--- src/rtl/ips2l_uart_reg_pkg.sv ---
// Shared constants and state encoding for the UART register bank.
package ips2l_uart_reg_pkg;

  localparam logic [7:0] OP_WR    = 8'h57;
  localparam logic [7:0] OP_RD    = 8'h52;
  localparam logic [7:0] EXT_BASE = 8'h80;

  typedef enum logic [2:0] {
    S_IDLE,
    S_ADDR,
    S_WDATA,
    S_WRITE,
    S_RD_INT,
    S_RD_REQ,
    S_RD_WAIT,
    S_TX
  } state_t;

endpackage

--- src/rtl/ips2l_uart_frame_parser.sv ---
// Consumes RX bytes (opcode, address, MSB-first data) and presents the
// completed frame with a one-cycle frame_valid on the last consumed byte.
module ips2l_uart_frame_parser
  import ips2l_uart_reg_pkg::*;
#(
  parameter int DATA_W = 32
) (
  input  logic              clk,
  input  logic              rst_n,
  input  logic              i_ready,
  input  logic [7:0]        i_rx_data,
  input  logic              i_rx_valid,
  output logic              o_rx_req,
  output logic              o_frame_valid,
  output logic [7:0]        o_op,
  output logic [7:0]        o_addr,
  output logic [DATA_W-1:0] o_data
);

  localparam int BYTES = DATA_W / 8;

  state_t            r_state;
  logic              r_is_wr;
  logic [2:0]        r_cnt;
  logic [7:0]        r_addr;
  logic [DATA_W-1:0] r_data;

  logic              w_take;
  logic [DATA_W-1:0] w_data;

  // A byte is taken whenever the bank is idle and the FIFO shows one.
  assign w_take   = i_ready && i_rx_valid;
  assign o_rx_req = w_take;
  assign w_data   = (r_data << 8) | DATA_W'(i_rx_data);

  // Frame ends on the address byte of a read or the last data byte of a write.
  assign o_frame_valid = w_take &&
                         ((r_state == S_ADDR && !r_is_wr) ||
                          (r_state == S_WDATA && r_cnt == 3'(BYTES - 1)));
  assign o_op   = r_is_wr ? OP_WR : OP_RD;
  assign o_addr = (r_state == S_ADDR) ? i_rx_data : r_addr;
  assign o_data = w_data;

  // Byte-level frame state; unknown opcodes are swallowed without leaving IDLE.
  always_ff @(posedge clk or negedge rst_n) begin
    if (!rst_n) begin
      r_state <= S_IDLE;
      r_is_wr <= 1'b0;
      r_cnt   <= '0;
    end else if (w_take) begin
      case (r_state)
        S_IDLE: begin
          if (i_rx_data == OP_WR) begin
            r_is_wr <= 1'b1;
            r_state <= S_ADDR;
          end else if (i_rx_data == OP_RD) begin
            r_is_wr <= 1'b0;
            r_state <= S_ADDR;
          end
        end
        S_ADDR: begin
          r_cnt   <= '0;
          r_state <= r_is_wr ? S_WDATA : S_IDLE;
        end
        S_WDATA: begin
          if (r_cnt == 3'(BYTES - 1)) r_state <= S_IDLE;
          else                        r_cnt   <= r_cnt + 3'd1;
        end
        default: r_state <= S_IDLE;
      endcase
    end
  end

  // Address and data shift register; contents are meaningless outside a frame.
  always_ff @(posedge clk) begin
    if (w_take) begin
      if (r_state == S_ADDR)  r_addr <= i_rx_data;
      if (r_state == S_WDATA) r_data <= w_data;
    end
  end

endmodule

--- src/rtl/ips2l_uart_reg_bank.sv ---
// UART-driven control register bank: writes local control registers, reads
// them back or forwards reads >= 0x80 to an external status bus.
// Optional feature: define IPS2L_UART_RD_TIMEOUT_EN to bound external reads
// by RD_TIMEOUT cycles, answering all-ones and pulsing rd_timeout on expiry.
module ips2l_uart_reg_bank
  import ips2l_uart_reg_pkg::*;
#(
  parameter int                          DATA_W     = 32,
  parameter int                          NUM_CTRL   = 15,
  parameter logic [NUM_CTRL*DATA_W-1:0]  DFT_CTRL   = '0,
  parameter int                          RD_TIMEOUT = 1023
) (
  input  logic                         clk,
  input  logic                         rst_n,
  input  logic [7:0]                   rx_fifo_rd_data,
  input  logic                         rx_fifo_rd_data_valid,
  output logic                         rx_fifo_rd_data_req,
  output logic [DATA_W-1:0]            tx_fifo_wr_data,
  input  logic                         tx_fifo_wr_data_valid,
  output logic                         tx_fifo_wr_data_req,
  output logic                         read_req,
  input  logic                         read_ack,
  output logic [7:0]                   uart_rd_addr,
  input  logic [DATA_W-1:0]            status_bus,
  output logic [NUM_CTRL*DATA_W-1:0]   ctrl_bus,
  output logic                         rd_timeout
);

  state_t                       r_state;
  logic [NUM_CTRL*DATA_W-1:0]   r_ctrl;
  logic [DATA_W-1:0]            r_tx_data;
  logic                         r_read_req;
  logic [7:0]                   r_rd_addr;
  logic [7:0]                   r_addr;
  logic [DATA_W-1:0]            r_wdata;

  logic                         w_frame_valid;
  logic [7:0]                   w_op;
  logic [7:0]                   w_addr;
  logic [DATA_W-1:0]            w_data;
  logic [DATA_W-1:0]            w_rd_word;

  ips2l_uart_frame_parser #(
    .DATA_W (DATA_W)
  ) u_parser (
    .clk           (clk),
    .rst_n         (rst_n),
    .i_ready       (r_state == S_IDLE),
    .i_rx_data     (rx_fifo_rd_data),
    .i_rx_valid    (rx_fifo_rd_data_valid),
    .o_rx_req      (rx_fifo_rd_data_req),
    .o_frame_valid (w_frame_valid),
    .o_op          (w_op),
    .o_addr        (w_addr),
    .o_data        (w_data)
  );

  assign ctrl_bus            = r_ctrl;
  assign tx_fifo_wr_data     = r_tx_data;
  assign tx_fifo_wr_data_req = (r_state == S_TX) && tx_fifo_wr_data_valid;
  assign read_req            = r_read_req;
  assign uart_rd_addr        = r_rd_addr;

  // Local readback: unimplemented addresses below 0x80 read as zero.
  always_comb begin
    w_rd_word = '0;
    for (int k = 0; k < NUM_CTRL; k++) begin
      if (r_addr == 8'(k)) w_rd_word = r_ctrl[k*DATA_W +: DATA_W];
    end
  end

  // Hold the frame's address and data while it is being executed.
  always_ff @(posedge clk) begin
    if (w_frame_valid) begin
      r_addr  <= w_addr;
      r_wdata <= w_data;
    end
  end

`ifdef IPS2L_UART_RD_TIMEOUT_EN
  logic [15:0] r_to_cnt;
  logic        r_rd_timeout;
  assign rd_timeout = r_rd_timeout;
`else
  logic w_unused_cfg;
  assign w_unused_cfg = (RD_TIMEOUT == 0);
  assign rd_timeout   = 1'b0;
`endif

  // Command FSM: execute a parsed frame, then hand the response to the TX FIFO.
  always_ff @(posedge clk or negedge rst_n) begin
    if (!rst_n) begin
      r_state    <= S_IDLE;
      r_ctrl     <= DFT_CTRL;
      r_tx_data  <= '0;
      r_read_req <= 1'b0;
      r_rd_addr  <= '0;
`ifdef IPS2L_UART_RD_TIMEOUT_EN
      r_to_cnt     <= '0;
      r_rd_timeout <= 1'b0;
`endif
    end else begin
`ifdef IPS2L_UART_RD_TIMEOUT_EN
      r_rd_timeout <= 1'b0;
`endif
      case (r_state)
        S_IDLE: begin
          if (w_frame_valid) begin
            if (w_op == OP_WR)          r_state <= S_WRITE;
            else if (w_addr >= EXT_BASE) r_state <= S_RD_REQ;
            else                         r_state <= S_RD_INT;
          end
        end
        S_WRITE: begin
          for (int k = 0; k < NUM_CTRL; k++) begin
            if (r_addr == 8'(k)) r_ctrl[k*DATA_W +: DATA_W] <= r_wdata;
          end
          r_state <= S_IDLE;
        end
        S_RD_INT: begin
          r_tx_data <= w_rd_word;
          r_state   <= S_TX;
        end
        S_RD_REQ: begin
          r_rd_addr  <= r_addr;
          r_read_req <= 1'b1;
`ifdef IPS2L_UART_RD_TIMEOUT_EN
          r_to_cnt   <= '0;
`endif
          r_state    <= S_RD_WAIT;
        end
        S_RD_WAIT: begin
          if (read_ack) begin
            r_read_req <= 1'b0;
            r_tx_data  <= status_bus;
            r_state    <= S_TX;
          end
`ifdef IPS2L_UART_RD_TIMEOUT_EN
          else if (r_to_cnt == 16'(RD_TIMEOUT - 1)) begin
            r_read_req   <= 1'b0;
            r_rd_timeout <= 1'b1;
            r_tx_data    <= '1;
            r_state      <= S_TX;
          end else begin
            r_to_cnt <= r_to_cnt + 16'd1;
          end
`endif
        end
        S_TX: begin
          if (tx_fifo_wr_data_valid) r_state <= S_IDLE;
        end
        default: r_state <= S_IDLE;
      endcase
    end
  end

endmodule

--- config.mk ---
export PLATFORM = sky130hd
export DESIGN_NAME = ips2l_uart_reg_bank
export DESIGN_NICKNAME = d
export VERILOG_FILES = /design/src/rtl/ips2l_uart_reg_pkg.sv /design/src/rtl/ips2l_uart_frame_parser.sv /design/src/rtl/ips2l_uart_reg_bank.sv
export SDC_FILE = /design/constraint.sdc
export NUM_CORES = 1
export LEC_CHECK = 0
export ABC_AREA = 1
export CAP_MARGIN = 30
export CORE_MARGIN = 1
export CORE_UTILIZATION = 45
export CTS_BUF_LIST = sky130_fd_sc_hd__clkbuf_2 sky130_fd_sc_hd__clkbuf_4 sky130_fd_sc_hd__clkbuf_8
export DETAILED_ROUTE_END_ITERATION = 8
export PLACE_DENSITY = 0.72
export SYNTH_ARGS = -nofsm -noshare
export SYNTH_HDL_FRONTEND = slang
export SYNTH_SLANG_ARGS = --single-unit
--- constraint.sdc ---
create_clock -name clk -period 9.23 [get_ports clk]
set_clock_uncertainty 0.05 [all_clocks]
set_input_delay 1.846 -clock clk [delete_from_list [all_inputs] [get_ports clk]]
set_output_delay 1.846 -clock clk [all_outputs]
set_load 0.03 [all_outputs]
# Word level (Yosys, flattened, before mapping)

Index checks and enable logic that the tools add are counted.

Multiplexer cells: 36
Bitwise gates (word level): 1
Equal/unequal tests: 31
$lt $le $gt $ge: 1
$add $sub $neg: 1
Reductions and logical operators: 36

Operators by type and width:

| kind                                                            | number |
|---|---|
| 32-bit 2-to-1 mux                                               | 16 |
| 32-bit one-hot mux with 2 select lines                          | 1 |
| 8-bit by 4-bit == test with 1-bit output, second input constant | 7 |
| 2-bit AND reduction                                             | 18 |
| 8-bit by 3-bit == test with 1-bit output, second input constant | 4 |
| 32-bit by 8-bit bitwise OR with 32-bit output                   | 1 |
| 3-bit 2-to-1 mux                                                | 9 |
| 8-bit by 7-bit == test with 1-bit output, second input constant | 3 |
| 8-bit by 2-bit == test with 1-bit output, second input constant | 2 |
| 3-bit one-hot mux with 5 select lines                           | 1 |
| 3-bit == test, second input constant                            | 4 |
| 3-bit AND reduction                                             | 4 |
| 3-bit by 2-bit == test with 1-bit output, second input constant | 3 |
| 3-bit one-hot mux with 3 select lines                           | 1 |
| 8-bit by 1-bit == test with 1-bit output, second input constant | 1 |
| 8-bit >= comparator, second input constant                      | 1 |
| 8-bit logical NOT                                               | 1 |
| 8-bit 2-to-1 mux                                                | 1 |
| 2-bit inequality test, second input constant                    | 4 |
| 2-bit nonzero test                                              | 4 |
| 3-bit logical NOT                                               | 2 |
| 3-bit one-hot mux with 2 select lines                           | 1 |
| 1-bit logical AND                                               | 5 |
| 1-bit 2-to-1 mux                                                | 4 |
| other kinds (8)                                                 | 8 |

Input bits: 45
Bits in registers: 603

# Longest topological paths before layout

Word-level depth: 17
Gate-level depth with buffers: 17

# Modules after synthesis

Synthesis repeated with hierarchy kept, for this count alone.

Cell total of the unflattened synthesis: 2941
Area total of the unflattened synthesis: 25619.6 um2

By module, submodules not included:

| module                  | times used | area an instance (um2) | cells an instance | sequential area each (um2) |
|---|---|---|---|---|
| ips2l_uart_reg_bank     | 1          | 24043.1                | 2816              | 14313.7 |
| ips2l_uart_frame_parser | 1          | 1576.5                 | 125               | 1111.1 |

# Worst setup path before layout

Ideal clock, no wire load.

Path kind: input to register
Start point: input port rx_fifo_rd_data_valid
End point: register r_state[1]
Stages: 8
Buffers on the path: 0
Setup slack: 3.685 ns
Setup time: 0.123 ns
Data arrival time: 5.372 ns
Cells stage by stage: inv_1 nor2_2 inv_1 nor2_1 a32o_1 o21ai_0 o22ai_1 inv_1

Cells in the longest elaborated chain, start to end: 4

Ends and longest elaborated chain:

| element                         | RTL line                      | source |
|---|---|---|
| start, declared                 | ips2l_uart_reg_bank.sv:16     | `input logic rx_fifo_rd_data_valid,` |
| 1-bit logical AND               | ips2l_uart_frame_parser.sv:32 | `assign w_take = i_ready && i_rx_valid;` |
| via rx_fifo_rd_data_req         | ips2l_uart_reg_bank.sv:17     | `output logic rx_fifo_rd_data_req,` |
| 1-bit logical AND               | ips2l_uart_frame_parser.sv:37 | `assign o_frame_valid = w_take &&` |
| via u_parser.o_frame_valid      | ips2l_uart_frame_parser.sv:14 | `output logic o_frame_valid,` |
| 2-bit inequality test (no line) | --                            |  |
| 3-bit AND reduction (no line)   | --                            |  |
| end signal, assigned            | ips2l_uart_reg_bank.sv:93     | `r_state <= S_IDLE;` |
| end signal, assigned            | ips2l_uart_reg_bank.sv:109    | `if (w_op == OP_WR) r_state <= S_WRITE;` |
| end signal, assigned            | ips2l_uart_reg_bank.sv:110    | `else if (w_addr >= EXT_BASE) r_state <= S_RD_REQ;` |
| end, declared                   | ips2l_uart_reg_bank.sv:29     | `state_t r_state;` |

The timed path passes the listed nets, and every way through them passes these cells.
A chain may end at the register's enable or synchronous reset.

# Final worst setup path

Start point: input port rx_fifo_rd_data_valid
End point: output port rx_fifo_rd_data_req

Cells in the longest elaborated chain, start to end: 1

Ends and longest elaborated chain:

| element           | RTL line |
|---|---|
| 1-bit logical AND | ips2l_uart_frame_parser.sv:32 |
| end, declared     | ips2l_uart_reg_bank.sv:17 |

Every way passes these cells.

==> results.yml <==
sta:
  holdWs_ns: 0.3678
  fin_crit_sh: 0.6163
  slew_viol_final: 0
  fin_setup_tns_ns: 0
  hold_violations: 0
  fin_ws_ns: 3.542
  worst_pin_slew_ns: 0.9898
  finalSetupViolCount: 0
  finalCriticalPeriod_ns: 5.688
  max_clock_freq_ghz: 0.1758
  relSlewSlack: 0.3394
  rsz0062_at_grt: "no"
power:
  p_sw_frac: 0.2775
  clkPwrFrac: 0.396
  fin_total_pwr_mw: 6.207
  p_per_area_mw_per_mm2: 181.9
  irDropWorstVdd_v: 0.0001369
  internal_power_mw: 4.484
  switchingPower_mw: 1.722
  power.leakage_nw: 14.88
  power_frac_comb: 0.129
  sequentialPowerShare: 0.475
clock_network:
  cts_tree: "yes"
  cts.sinks: 602
  cts_root_buf: "clkbuf_8"
  cts_inserted_buffers: 101
  cts_hold_buf: 0
  path_clk_slew_ns: 0.06
  cts_buffer_depth: 3
  clk_latency_ns: 0.70
  cts_post_setup_buffers_inserted: 0
  ctsResizeCount: 0
  cts_max_level: 3
synthesis:
  ys_async_sr_fraction: 0.8804
  synth_cells: 2993
  yosys.area.top_type: "dfrtp_1"
  synth_common_cells: "nand2_1 (1,028), dfrtp_1 (530), o21ai_0 (471)"
  yosysTopAreaCellShare: 0.5180
  synth_edf_count: 72
  yosys-top-cells-area: "dfrtp_1 (52%), nand2_1 (15%), o21ai_0 (9.2%), edfxtp_1 (8.4%), nor2_1 (3.3%)"
  syn_avg_cell_area_um2: 8.555
  yosys_warnings: 0
  synth.distinct_cells: 28
  syn-num-nets: 3040
  dominantRegCellSynth: "dfrtp_1"
  ys_seq_area_frac: 0.6024
  synth_area_mm2: 0.02560
  yosys.cell_count.top_type: "nand2_1"
  synth-seq-cells: 602
worst_setup_path:
  reg2reg_slack_ns: 5.47
  r2r_cells: 10
  crit_top_cell: "clkdlybuf4s50_1"
  worst-path-max-fanout: 17
  crit_type: "in -> out"
  crit_arrival_ns: 3.79
  endpoint: "rx_fifo_rd_data_req"
  max_stage_delay_ns: 0.81
  rr_startpoint: "r_addr[7]"
  worstSetupStartpoint: "rx_fifo_rd_data_valid"
  crit_required_ns: 7.33
  r2r_end: "ctrl_bus[222]"
  slowest_stage: "clkdlybuf4s50_1"
  crit_chain: "clkdlybuf4s50_1, inv_1, nor2_2, clkdlybuf4s50_1"
  cp-end-kind: "output port"
  start_kind: "primary input"
grt:
  antenna_found_initial: 0
  grt_max_degree: 169
  grt_pass1_wl_um: 135400
  grt-ovfl-total: 0
  grt_usage: 0.3159
  grt_pass1_vias: 21320
hold_path:
  hp-class: "reg -> reg"
  hp-start: "u_parser.r_data[21]"
routing:
  vias_per_cell: 5.275
  drtPass1Iterations: 6
  drc: 0
  wl_um: 92500
  ant_nets: 0
  drt_iter0_drc: 2112
  vias: 22960
  wl_per_cell_um: 21.25
layout:
  diodes: 0
  layout.nets: 3562
  synthToLayoutAreaGrowth_pct: 33.23
  drive_gt1_frac: 0.07536
die:
  die-area_mm2: 0.05786
  coreArea_mm2: 0.05628
  rows: 87
  dieWidth_um: 240.5
  die_y_um: 240.5
  initial_utilization: 0.4550
  ioPinCount: 569
placed_design:
  dpl.hpwl_um: 65770
  place_ws_ns: 3.573
  portBuffers: 567
  place.gp.congestion: 0.9605
flow_run:
  cap_viol_max_count: 0
outcome:
  status: "finished clean"
-- cells by family after synthesis --
kind of cell             after synthesis  share of synthesized area
adder cells (fa/ha/maj)                2                  0.0009772
flip-flops                           602                     0.6024
AND/OR/NAND/NOR                     1475                     0.2334
buffers and inverters                374                    0.05693
multiplexers                           1                  0.0003909
AO/OA/AOI/OAI                        538                     0.1057
other                                  1                  0.0001465
-- sequential cells by signal, indices dropped and copies added (netlist names) --
| register | count |
|---|---|
| u_parser.r_cnt | 3 |
| ctrl_bus | 480 |
| u_parser.r_data | 24 |
| uart_rd_addr | 8 |
| r_addr | 8 |
| u_parser.r_state | 2 |
| r_state | 3 |
| u_parser.r_addr | 8 |
| r_wdata | 32 |
| tx_fifo_wr_data | 32 |
| u_parser.r_is_wr | 1 |
| read_req | 1 |
-- power by group through the flow --
stage	clock [mW]	sequential (mW)	combinational, mW
2_1_floorplan	0	3.18	0.209
3_3_place_gp	0	2.99	0.789
3_5_place_dp	0	2.99	0.802
4_1_cts	2.49	2.94	0.804
5_1_grt	2.62	2.96	0.863
6_report	2.46	2.95	0.800
-- per-stage QoR --
stage | instances | util | area [µm²]
floorplan | 2993 | - | 25600
global placement | 4156 | 0.5645 | 31770
detailed placement | 4168 | 0.5689 | 32020
CTS | 4352 | 0.6062 | 34110
global route | 4352 | 0.6062 | 34110
finish | 4352 | 0.6062 | 34110
-- worst min-delay path by stage --
stage	to	slack [ns]	depth (start not counted)
floorplan	r_wdata[24]	0.35	0
global placement	r_wdata[31]	0.35	0
global route	r_wdata[29]	0.37	0
CTS	r_wdata[29]	0.37	0
detailed placement	r_wdata[29]	0.35	0
finish	r_wdata[29]	0.37	0
-- layer usage --
metal / part of all wire / track usage / wire, µm
met5: 0 / 0 / 0
met1: 0.39 / 0.4035 / 36150
met2: 0.49 / 0.5218 / 45060
met4: 0.034 / 0.1131 / 3176
met3: 0.088 / 0.07789 / 8118
-- worst max-delay path: cells and delay by family --
family	cells	cell delay, ns
buf+inv	3	1.31
simple gates	1	0.64
-- placed cells by master, fill, tap and decap left out, types with 2 or more instances in the layout --
master | netlist | layout
buf_12 | 0 | 12
clkinvlp_4 | 0 | 4
ha_1 | 2 | 2
nand3_1 | 97 | 97
nor3_2 | 3 | 4
inv_1 | 179 | 178
clkbuf_4 | 0 | 34
o21ai_1 | 32 | 31
nor2_2 | 11 | 13
nand2_2 | 2 | 14
inv_2 | 8 | 9
nor2_1 | 227 | 223
buf_4 | 4 | 26
nand2_1 | 1028 | 1016
dfrtp_1 | 530 | 530
clkinv_2 | 0 | 11
a21oi_1 | 30 | 30
o21ai_0 | 471 | 471
bufinv_16 | 0 | 2
nor3_1 | 4 | 2
edfxtp_1 | 72 | 72
o22ai_1 | 3 | 3
nor2_4 | 0 | 2
or2_2 | 14 | 14
clkdlybuf4s50_1 | 0 | 566
clkbuf_8 | 0 | 119
clkinv_1 | 0 | 13
nand4_1 | 86 | 86
-- layout make-up --
cell class                      count  area (µm²)
Tap cell                          756       945.9
Clock buffer                      153        1893
Multi-Input combinational cell   2017        8801
Clock inverter                     31       202.7
Sequential cell                   602       15420
Fill cell                        4854       22170
Inverter                          187       701.9
Timing Repair Buffer              606        6143
No activity file was read; power rests on OpenSTA's default activity.
